$ cat src/rtl/hazard_control_unit_pkg.sv
// Shared definitions for the pipeline hazard controller and the pipeline registers it drives.
package hazard_pkg;

    typedef enum logic [1:0] {
        RUN   = 2'b01,
        FLUSH = 2'b10
    } hz_state_e;

    localparam logic [31:0] NOP_INSN = 32'h00000013;
    localparam logic [4:0]  REG_X0   = 5'd0;

endpackage

$ cat src/rtl/hazard_control_unit_sat_counter.sv
// Saturating event counter with synchronous active-low reset and a clear that beats increment.
module sat_counter
    import hazard_pkg::*;
#(
    parameter int unsigned W = 32
) (
    input  logic         clock,
    input  logic         reset,
    input  logic         clear,
    input  logic         inc,
    output logic [W-1:0] count
);

    logic [W-1:0] count_q;
    logic [W-1:0] count_d;

    always_comb begin
        count_d = count_q;
        if (clear) begin
            count_d = '0;
        end else if (inc && (count_q != '1)) begin
            count_d = count_q + 1'b1;
        end
    end

    always_ff @(posedge clock) begin
        if (!reset) begin
            count_q <= '0;
        end else begin
            count_q <= count_d;
        end
    end

    assign count = count_q;

endmodule

$ cat src/rtl/hazard_control_unit.sv
// Load-use stall and taken-branch flush control for the IF/ID and ID/EX pipeline registers.
module hazard_control_unit
    import hazard_pkg::*;
#(
    parameter int unsigned BR_FLUSH_CYCLES = 1,
    parameter int unsigned COUNT_W         = 32
) (
    input  logic               clock,
    input  logic               reset,
    input  logic [4:0]         rs1_id,
    input  logic [4:0]         rs2_id,
    input  logic               uses_rs1_id,
    input  logic               uses_rs2_id,
    input  logic [4:0]         rd_ex,
    input  logic               MemRead_ex,
    input  logic               branch_ex,
    input  logic               branch_taken_ex,
    input  logic               counters_clear,
    output logic               pc_write,
    output logic               if_id_write,
    output logic               if_id_flush,
    output logic               id_ex_flush,
    output logic               flushing,
    output logic [COUNT_W-1:0] stall_count,
    output logic [COUNT_W-1:0] flush_count
);

    localparam logic [3:0] DCNT_LOAD = 4'(BR_FLUSH_CYCLES - 1);

    hz_state_e  state_q;
    logic [3:0] dcnt_q;
    logic       hazard_lu;
    logic       br_taken;
    logic       stall_inc;
    logic       flush_inc;

    assign hazard_lu = MemRead_ex && (rd_ex != REG_X0) &&
                       ((uses_rs1_id && (rd_ex == rs1_id)) ||
                        (uses_rs2_id && (rd_ex == rs2_id)));
    assign br_taken  = branch_ex && branch_taken_ex;

    always_ff @(posedge clock) begin
        if (!reset) begin
            state_q <= RUN;
            dcnt_q  <= '0;
        end else begin
            case (state_q)
                RUN: begin
                    if (br_taken && (BR_FLUSH_CYCLES > 1)) begin
                        state_q <= FLUSH;
                        dcnt_q  <= DCNT_LOAD;
                    end
                end
                FLUSH: begin
                    dcnt_q <= dcnt_q - 4'd1;
                    // <=1 also guards against a corrupted zero count
                    if (dcnt_q <= 4'd1) begin
                        state_q <= RUN;
                    end
                end
                default: begin
                    state_q <= RUN;
                    dcnt_q  <= '0;
                end
            endcase
        end
    end

    always_comb begin
        pc_write    = 1'b1;
        if_id_write = 1'b1;
        if_id_flush = 1'b0;
        id_ex_flush = 1'b0;
        stall_inc   = 1'b0;
        flush_inc   = 1'b0;
        if (!reset) begin
            pc_write    = 1'b0;
            if_id_write = 1'b0;
            if_id_flush = 1'b1;
            id_ex_flush = 1'b1;
        end else begin
            case (state_q)
                RUN: begin
                    // Wrong-path ID instruction makes a coincident load-use irrelevant
                    if (br_taken) begin
                        if_id_flush = 1'b1;
                        id_ex_flush = 1'b1;
                        flush_inc   = 1'b1;
                    end else if (hazard_lu) begin
                        pc_write    = 1'b0;
                        if_id_write = 1'b0;
                        id_ex_flush = 1'b1;
                        stall_inc   = 1'b1;
                    end
                end
                FLUSH: begin
                    if_id_flush = 1'b1;
                    id_ex_flush = 1'b1;
                end
                default: ;
            endcase
        end
    end

    assign flushing = reset && (state_q == FLUSH);

    sat_counter #(.W(COUNT_W)) u_stall_cnt (
        .clock (clock),
        .reset (reset),
        .clear (counters_clear),
        .inc   (stall_inc),
        .count (stall_count)
    );

    sat_counter #(.W(COUNT_W)) u_flush_cnt (
        .clock (clock),
        .reset (reset),
        .clear (counters_clear),
        .inc   (flush_inc),
        .count (flush_count)
    );

endmodule

$ cat config.mk
export PLATFORM = sky130hd
export DESIGN_NAME = hazard_control_unit
export DESIGN_NICKNAME = d
export VERILOG_FILES = /design/src/rtl/hazard_control_unit_pkg.sv /design/src/rtl/hazard_control_unit_sat_counter.sv /design/src/rtl/hazard_control_unit.sv
export SDC_FILE = /design/constraint.sdc
export NUM_CORES = 1
export LEC_CHECK = 0
export CORE_ASPECT_RATIO = 1.1
export CORE_MARGIN = 10
export CORE_UTILIZATION = 44
export DETAILED_ROUTE_END_ITERATION = 10
export PLACE_DENSITY_LB_ADDON = 0.1
export REMOVE_ABC_BUFFERS = 1
export SYNTH_ARGS = -nofsm -noshare
export SYNTH_HDL_FRONTEND = slang
export SYNTH_SLANG_ARGS = --single-unit
$ cat constraint.sdc
create_clock -name clock -period 1.9 [get_ports clock]
set_input_delay 0.38 -clock clock [delete_from_list [all_inputs] [get_ports clock]]
set_output_delay 0.38 -clock clock [all_outputs]
set_load 0.03 [all_outputs]
== Yosys cells after proc, flatten, opt, wreduce, memory -nomap -nowiden ==
Cells that the tools add are included.

* Add/sub/neg operators: 3
* $lt $le $gt $ge: 1
* Eq/ne operators: 7
* Muxes and demuxes: 19
* Bitwise logic cells: 2
* Reductions and logical operators: 12

{| class="wikitable"
|+ Operators with widths
! kind !! number
|-
| $add 32x1->32 const B || 2
|-
| $ne 32x32->1 const B || 2
|-
| $mux 1 || 14
|-
| $eq 5x5->1 || 2
|-
| $logic_and 1x1->1 || 8
|-
| $pmux 4 s2 || 1
|-
| $reduce_bool 5->1 || 1
|-
| $le 4x1->1 const B || 1
|-
| $pmux 1 s2 || 2
|-
| $pmux 2 s2 || 1
|-
| $sub 4x1->4 const B || 1
|-
| $eq 2x1->1 const B || 1
|-
| $eq 2x2->1 const B || 1
|-
| $mux 2 || 1
|-
| $ne 2x2->1 const B || 1
|-
| $not 1->1 || 2
|-
| $reduce_and 2->1 || 1
|-
| $reduce_or 2->1 || 1
|-
| $logic_or 1x1->1 || 1
|}

* Flip-flop bits (word level): 70
* Output and inout bits: 69
* Word-level logic and storage cells: 48

== Depth between registers and ports, before layout ==
* Word-level depth: 9
* Mapped depth: 8

== Modules after synthesis ==
From an unflattened synthesis, not the netlist that was laid out.

* Cells, all modules: 432
* Area, all modules: 3530.9 µm²

{| class="wikitable"
|+ By module, submodules not included
! module !! times used !! cells an instance !! area each (µm²) !! seq. area each (µm²)
|-
| sat_counter || 2 || 203 || 1667.8 || 640.6
|-
| hazard_control_unit || 1 || 26 || 195.2 || 0.0
|}

== Least setup slack after synthesis ==
No wires, ideal clock.

* Kind: input port to output port
* Start: in rd_ex[1]
* End: out pc_write
* Arrival: 2.167 ns
* Data required time: 1.520 ns
* Path slack: -0.647 ns
* Stages: 5
* Cell sequence: or4_1 -> o21ai_1 -> nor2b_1 -> a21boi_0 -> buf_4

* Longest elaborated chain between the ends: 8
* Elaborated cells between the ends (all ways): 12

{| class="wikitable"
|+ RTL lines
! item !! line !! text
|-
| from (decl) || hazard_control_unit.sv:14 || <nowiki>input logic [4:0] rd_ex,</nowiki>
|-
| $eq 5x5->1, on equally long branches || hazard_control_unit.sv:38, hazard_control_unit.sv:39 ||
|-
| $logic_and 1x1->1, on equally long branches || hazard_control_unit.sv:38, hazard_control_unit.sv:39 ||
|-
| $logic_or 1x1->1 || hazard_control_unit.sv:38 || <nowiki>((uses_rs1_id && (rd_ex == rs1_id)) ||</nowiki>
|-
| $logic_and 1x1->1 (*) || hazard_control_unit.sv:37 || <nowiki>assign hazard_lu = MemRead_ex && (rd_ex != REG_X0) &&</nowiki>
|-
| $mux 1 (*) (4 in series) || n/a ||
|-
| to (decl) || hazard_control_unit.sv:19 || <nowiki>output logic pc_write,</nowiki>
|}

Every way passes the cells marked *; elsewhere a longest branch is shown, timed or not.

== Final worst setup path ==
* Start: in rd_ex[3]
* End: out id_ex_flush

* Longest elaborated chain between the ends: 8
* Elaborated cells between the ends (all ways): 12

{| class="wikitable"
|+ RTL lines
! item !! line !! text
|-
| $eq 5x5->1, on equally long branches || hazard_control_unit.sv:38, hazard_control_unit.sv:39 ||
|-
| $logic_and 1x1->1, on equally long branches || hazard_control_unit.sv:38, hazard_control_unit.sv:39 ||
|-
| $logic_or 1x1->1 || hazard_control_unit.sv:38 ||
|-
| $logic_and 1x1->1 (*) || hazard_control_unit.sv:37 ||
|-
| $mux 1 (*) || hazard_control_unit.sv:89 || <nowiki>end else if (hazard_lu) begin</nowiki>
|-
| $mux 1 (*) || hazard_control_unit.sv:85 || <nowiki>if (br_taken) begin</nowiki>
|-
| $pmux 1 s2 (*) || hazard_control_unit.sv:82 || <nowiki>case (state_q)</nowiki>
|-
| $mux 1 (*) || hazard_control_unit.sv:76 || <nowiki>if (!reset) begin</nowiki>
|-
| to (decl) || hazard_control_unit.sv:22 || <nowiki>output logic id_ex_flush,</nowiki>
|}

Marks and branches as above.

==> flow_summary.json <==
{
  "status": "complete, but fails checks",
  "violations": "setup timing",
  "grt_overflow_total": 0,
  "routedWlPerCell_um": 15.10,
  "cp-end-kind": "output pin",
  "final_nets": 616,
  "crit_chain": "buf_6 -> or4_4 -> o21ai_4 -> nor2b_4 -> or2_4 -> buf_6",
  "area_growth_syn_to_layout_pct": 55.08,
  "layout_commonest_cell": "buf_4",
  "cp_slowest_cell": "or4_4",
  "avgSynthCellArea_um2": 8.091,
  "fmax_mhz": 501.4,
  "use_met2_pct": 32.91,
  "vias": 3780,
  "synthArstFlopShare_pct": 0,
  "fin_util_pct": 71.24,
  "ys_ff_latch": 64,
  "yosys_warnings": 0,
  "ios": 92,
  "slowest_delay_ns": 0.53,
  "use_met3_pct": 5.108,
  "crit_fanout": 2,
  "fin_crit_sh_pct": 105.0,
  "ys.flop_type": "dfxtp_1",
  "grt_use_total_pct": 17.63,
  "post-route-min-period_ns": 1.994,
  "grt_first_pass_wirelength_um": 17660,
  "die_h_um": 113.2,
  "ff_latch_area_um2": 1296,
  "drv_slew": 0,
  "grt_start_max_net_pins": 41,
  "tritoncts": "yes",
  "critPathLaunchType": "input port",
  "fp.coreArea_um2": 7556,
  "yosysSeqAreaShare_pct": 36.91,
  "skew_ns": 0.007061,
  "seqPwrFrac_pct": 52.1,
  "stdcell_count": 701,
  "cts_sinks": 64,
  "drc": 0,
  "vias_per_cell": 5.392,
  "place_inst": 680,
  "clockBufferDepth": 2,
  "fp.dieArea_um2": 11840,
  "critPathKind": "input port to output pin",
  "worstSkewPairLatency_ns": 0.35,
  "setup_viol": 3,
  "path_clk_slew_ns": 0.07,
  "crit_buf_inv": 2,
  "fillers": 623,
  "drt-pass1-iter-count": 5,
  "min_path_type": "register to register",
  "intPower_uw": 1967,
  "pwr-share-clk_pct": 40.7,
  "synth_cells": 429,
  "peakVddDrop_mv": 0.3742,
  "final_cell_mix": "buf_4, dfxtp_1, clkdlybuf4s50_1",
  "grt_util_met1_pct": 18.57,
  "max_cap_violations": 0,
  "die_x_um": 104.7,
  "combinationalPowerShare_pct": 7.2,
  "p_per_area_nw_per_um2": 478.6,
  "final.setup.worst_slack_ns": -0.09439,
  "synth_edf_count": 0,
  "synth.cell_area_um2": 3471,
  "switching_power_uw": 609.8,
  "antenna_found_initial": 1,
  "portBuffers": 90,
  "top_usage_layer": "met2",
  "rsz0062_at_grt": "yes",
  "totalWireLength_um": 10580,
  "p_leak_uw": 0.002405,
  "postRouteAntennaNets": 0,
  "worst_ep_arrival_time_ns": 1.61,
  "cp_common_cell": "buf_6",
  "yosysUniqueCellTypes": 49,
  "hold_viol": 0,
  "cts_hold_buf": 0,
  "start_util_pct": 45.93,
  "drt_iter0_markers": 127,
  "layout-drive-gt1-share_pct": 25.55,
  "htreeDepth": 3,
  "crit_family": "simple AND/OR/NAND/NOR gates",
  "dpl.hpwl_um": 7988,
  "grt_pass1_vias": 3811,
  "rows": 33,
  "place_congestion": 0.9298,
  "swShare_pct": 23.67,
  "cts-root-buf": "clkbuf_8",
  "cts_buffers": 9,
  "multiInputGateArea_um2": 2186,
  "cp.required_ns": 1.52
}
## layout make-up
class	count	share of cell area [%]
timing repair buffer	173	29.13
sequential	64	24.08
inverter	7	0.4881
tap	105	2.441
antenna	1	0.04649
clock buffer	12	2.882
clock inverter	3	0.3254
multi-input combinational	336	40.61
## cell families after synthesis
group,Yosys count,synth area share [%]
multiplexers,1,0.2884
buffers and inverters,29,3.965
other,1,0.1080
AND/OR/NAND/NOR,220,37.17
adder cells (fa/ha/maj),2,0.7209
AO/OA/AOI/OAI,79,12.51
flip-flops,64,36.91
XOR/XNOR,33,8.327
## what timing repair did
action | in CTS | in global routing
pin swaps | 14 | 19
endpoints found under the setup margin | 45 | 86
setup buffers | 0 | 5
cloned | 0 | 0
resized for setup | 57 | 55
## synth_stat cells, types with 4 or more instances
cell type  instances  area, um^2
and2_1             5       31.28
o211ai_1           5       37.54
nor2_1            36       135.1
a21oi_1           32       160.2
nand2_1           35       131.4
nand4_2            4       50.05
nor3_1             6       30.03
clkbuf_1          13       48.80
dfxtp_1           64        1281
o21ai_0           30       150.1
or4_1              7       52.55
or3_1             27       168.9
nor4_1             6       37.54
and4_1             7       61.31
and3_1            12       75.07
xor2_1            16       140.1
nand4_1           27       168.9
inv_1              7       26.28
nand3_1           30       150.1
xnor2_1           17       148.9
buf_2              4       20.02
## flip-flops by register name (all words and copies together) (netlist names)
name / cells
u_stall_cnt.count: 32
u_flush_cnt.count: 32
## tightest hold or removal path, delay by kind of cell, from the launching register on
kind / cells / cell delay [ns]
DFF: 1 / 0.33
and+or+nand+nor: 1 / 0.06
muxes: 1 / 0.06
## path summary, 6_finish.rpt
| path | startpoint | endpoint | slack, ns | cells after the start |
|---|---|---|---|---|
| hold / removal | u_stall_cnt.count[31] | u_stall_cnt.count[31] | 0.50 | 2 |
| setup / recovery | rd_ex[3] | id_ex_flush | -0.09 | 6 |
| hold reg to reg | u_stall_cnt.count[31] | u_stall_cnt.count[31] | 0.50 | 2 |
| setup reg to reg | u_flush_cnt.count[13] | u_flush_cnt.count[31] | 0.06 | 6 |
## layer usage
metal / wire [um] / share of wire (%) / vias to the layer above
li1: - / - / 1895
met1: 4180 / 40 / 1790
met2: 5666 / 54 / 83
met3: 565 / 5.3 / 12
met4: 169 / 1.6 / 0
met5: 0 / 0 / -
## power groups by stage
stage	Clock (uW)	Sequential (uW)	Combinational, uW
after floorplan	0	1370	67.3
after global placement	0	1370	176
after detailed placement	0	1370	179
after CTS	1080	1340	181
after global routing	1130	1340	199
final	1050	1340	185
## stage by stage
stage | instance area, um^2 | setup slack [ns] | power [uW] | TNS (ns) | hold slack, ns
6_report | 5383 | -0.09439 | 2576 | -0.2370 | 0.4959
5_1_grt | 5383 | -0.09510 | 2673 | -1.788 | 0.5340
4_1_cts | 5177 | -0.1177 | 2601 | -0.2883 | 0.5043
3_5_place_dp | 4985 | -1.002 | 1552 | -22.11 | 0.4924
3_3_place_gp | 4985 | -0.9358 | 1549 | -21.05 | 0.4638
2_1_floorplan | 3359 | -0.9177 | 1441 | -17.42 | 0.5910
Power figures use the tool's default switching activity.
==> patch (same flow settings) <==
Set the parameter `COUNT_W` to 64 (it was 32).
--- a/src/rtl/hazard_control_unit.sv
+++ b/src/rtl/hazard_control_unit.sv
@@ -4,5 +4,5 @@
 #(
     parameter int unsigned BR_FLUSH_CYCLES = 1,
-    parameter int unsigned COUNT_W         = 32
+    parameter int unsigned COUNT_W         = 64
 ) (
     input  logic               clock,
Ports: changed (resized flush_count and stall_count); port bits go from 92 to 156. No check against the original RTL was run, so the function may have changed too.
==> patch against the unedited design <==
The run still ends with negative setup slack left. Sequential cell count rose by 64. Via count rose by 120%. Power is 150% higher. Routed wire length grew to 2.7 times the old value. Cell area grew 120%. Worst setup slack got worse by 0.51 ns. Area after synthesis up 89%.
==> patch: results (changes against the unedited design) <==
metric,value,unit,change
status,finished with violations,,unchanged
failed_checks,negative setup slack,,unchanged
ys_warn_count,0,,unchanged
setup_viol,129,,was 3
met2_length,14.5,mm,was 5.67 mm
drtPass1Iterations,6,,was 5
wl_met1,10.9,mm,was 4.18 mm
htree_levels,4,,was 3
wl_met3,2.53,mm,was 565 µm
met2_usage,0.446,,was 0.329
yosysSeqAreaShare,0.391,,was 0.369
synth_adder_area_share,0.00382,,was 0.00721
skew,0.00902,ns,was 0.00706 ns
synth_xor_area_frac,0.148,,was 0.0833
wire_per_inst,20.3,µm,was 15.1 µm
syn_area_per_cell,8.08,µm²,was 8.09 µm²
fin_ws,-0.604,ns,was -0.0944 ns
holdWs,0.598,ns,was 0.496 ns
synthTopCellsByArea,"dfxtp_1 (39%), xnor2_1 (9.6%), nor2_1 (7.4%), xor2_1 (5.2%), nand3_1 (5.1%)",,"was dfxtp_1 (37%), nand4_1 (4.9%), or3_1 (4.9%), a21oi_1 (4.6%), nand3_1 (4.3%)"
synth.area.mux_share,0.00611,,was 0.00288
critPathMaxFanout,5,,was 2
antenna_found_initial,0,,was 1
dr_total_vias,8207,,"was 3,780"
met3_usage,0.0634,,was 0.0511
pre_cts_slack,-1.08,ns,was -1.00 ns
dpl.cell_count,1345,,was 680
layout-drive-gt1-share,0.403,,was 0.255
dpl-instance-area,0.00990,mm²,was 0.00498 mm²
place_hpwl,17.5,mm,was 7.99 mm
place_congestion,0.925,,was 0.930
leakage,5.23,nW,was 2.41 nW
antennaDiodeCount,0,,was 1
numCtsBuffers,17,,was 9
use_met1,0.299,,was 0.186
grt_max_degree,43,,was 41
grt_pass1_wl,42.3,mm,was 17.7 mm
synth_compound_area_frac,0.0456,,was 0.125
cts_root_buf,clkbuf_16,,was clkbuf_8
vdd_ir_drop_max,0.572,mV,was 0.374 mV
clkLatencyLatePin,0.43,ns,was 0.35 ns
port_buffers,154,,was 90
final.setup.tns,-34.03,ns,was -0.237 ns
fin_cells,1420,,was 701
netlist_top_cells_count,"nor2_1 (130), dfxtp_1 (128), xnor2_1 (72)",,"was dfxtp_1 (64), nor2_1 (36), nand2_1 (35)"
nets,1242,,was 616
drt_iter0_markers,666,,was 127
grt_pass1_vias,8120,,"was 3,811"
worstPathArrival,2.86,ns,was 1.61 ns
## patch: cell types whose count changed in the layout (fill, tap and decap cells not counted), moves of 20 or more
cell             unedited run  this run
or3_1                      27         7
nand4_1                    27        50
clkdlybuf4s50_1            42         8
nor2_1                     34       125
nand2_1                    34        55
buf_6                       7        35
xnor2_1                    16        62
nor3_1                      4        25
a21oi_1                    32         9
dlygate4sd2_1              18       124
dfxtp_1                    52       100
buf_4                      81       230
xor2_1                     16        37
o21ai_0                    29         6
## patch: critical path: stages, from the launching register on
cell	delay (ns)
dfxtp_2	0.40
nand4_4	0.14
or3_4	0.37
buf_6	0.14
nor4_4	0.22
nand2_2	0.16
or3_4	0.44
or4_4	0.50
o21ai_2	0.07
## patch: report_power, final
group	internal (W)	leakage, nW	switching, W
clock	0.00228	0.300	0.00117
sequential	0.00269	1.04	0.000000821
combinational	0.000118	3.89	0.000151
total	0.00508	5.23	0.00133
## patch: path summary, 6_finish.rpt
check | endpoint | cells after the start | startpoint
setup reg to reg | u_stall_cnt.count[57] | 8 | u_stall_cnt.count[17]
hold / removal | u_stall_cnt.count[12] | 3 | u_stall_cnt.count[12]
setup / recovery | u_stall_cnt.count[57] | 8 | u_stall_cnt.count[17]
hold reg to reg | u_stall_cnt.count[12] | 3 | u_stall_cnt.count[12]
## patch: layout make-up
class | instances | area, µm²
clock buffers | 24 | 482
clock inverters | 6 | 130
fillers | 883 | 2500
inverters | 8 | 30.0
multi-input cells | 634 | 4780
flip-flops and latches | 128 | 2600
well taps | 192 | 240
repair buffers | 428 | 3740
## patch: repair_timing
item	in CTS	in global routing
setup buffers	32	8
hold buffers	0	0
pin swaps	119	120
cloned	7	1
endpoints found under the setup margin	253	133
gates resized for setup	330	130
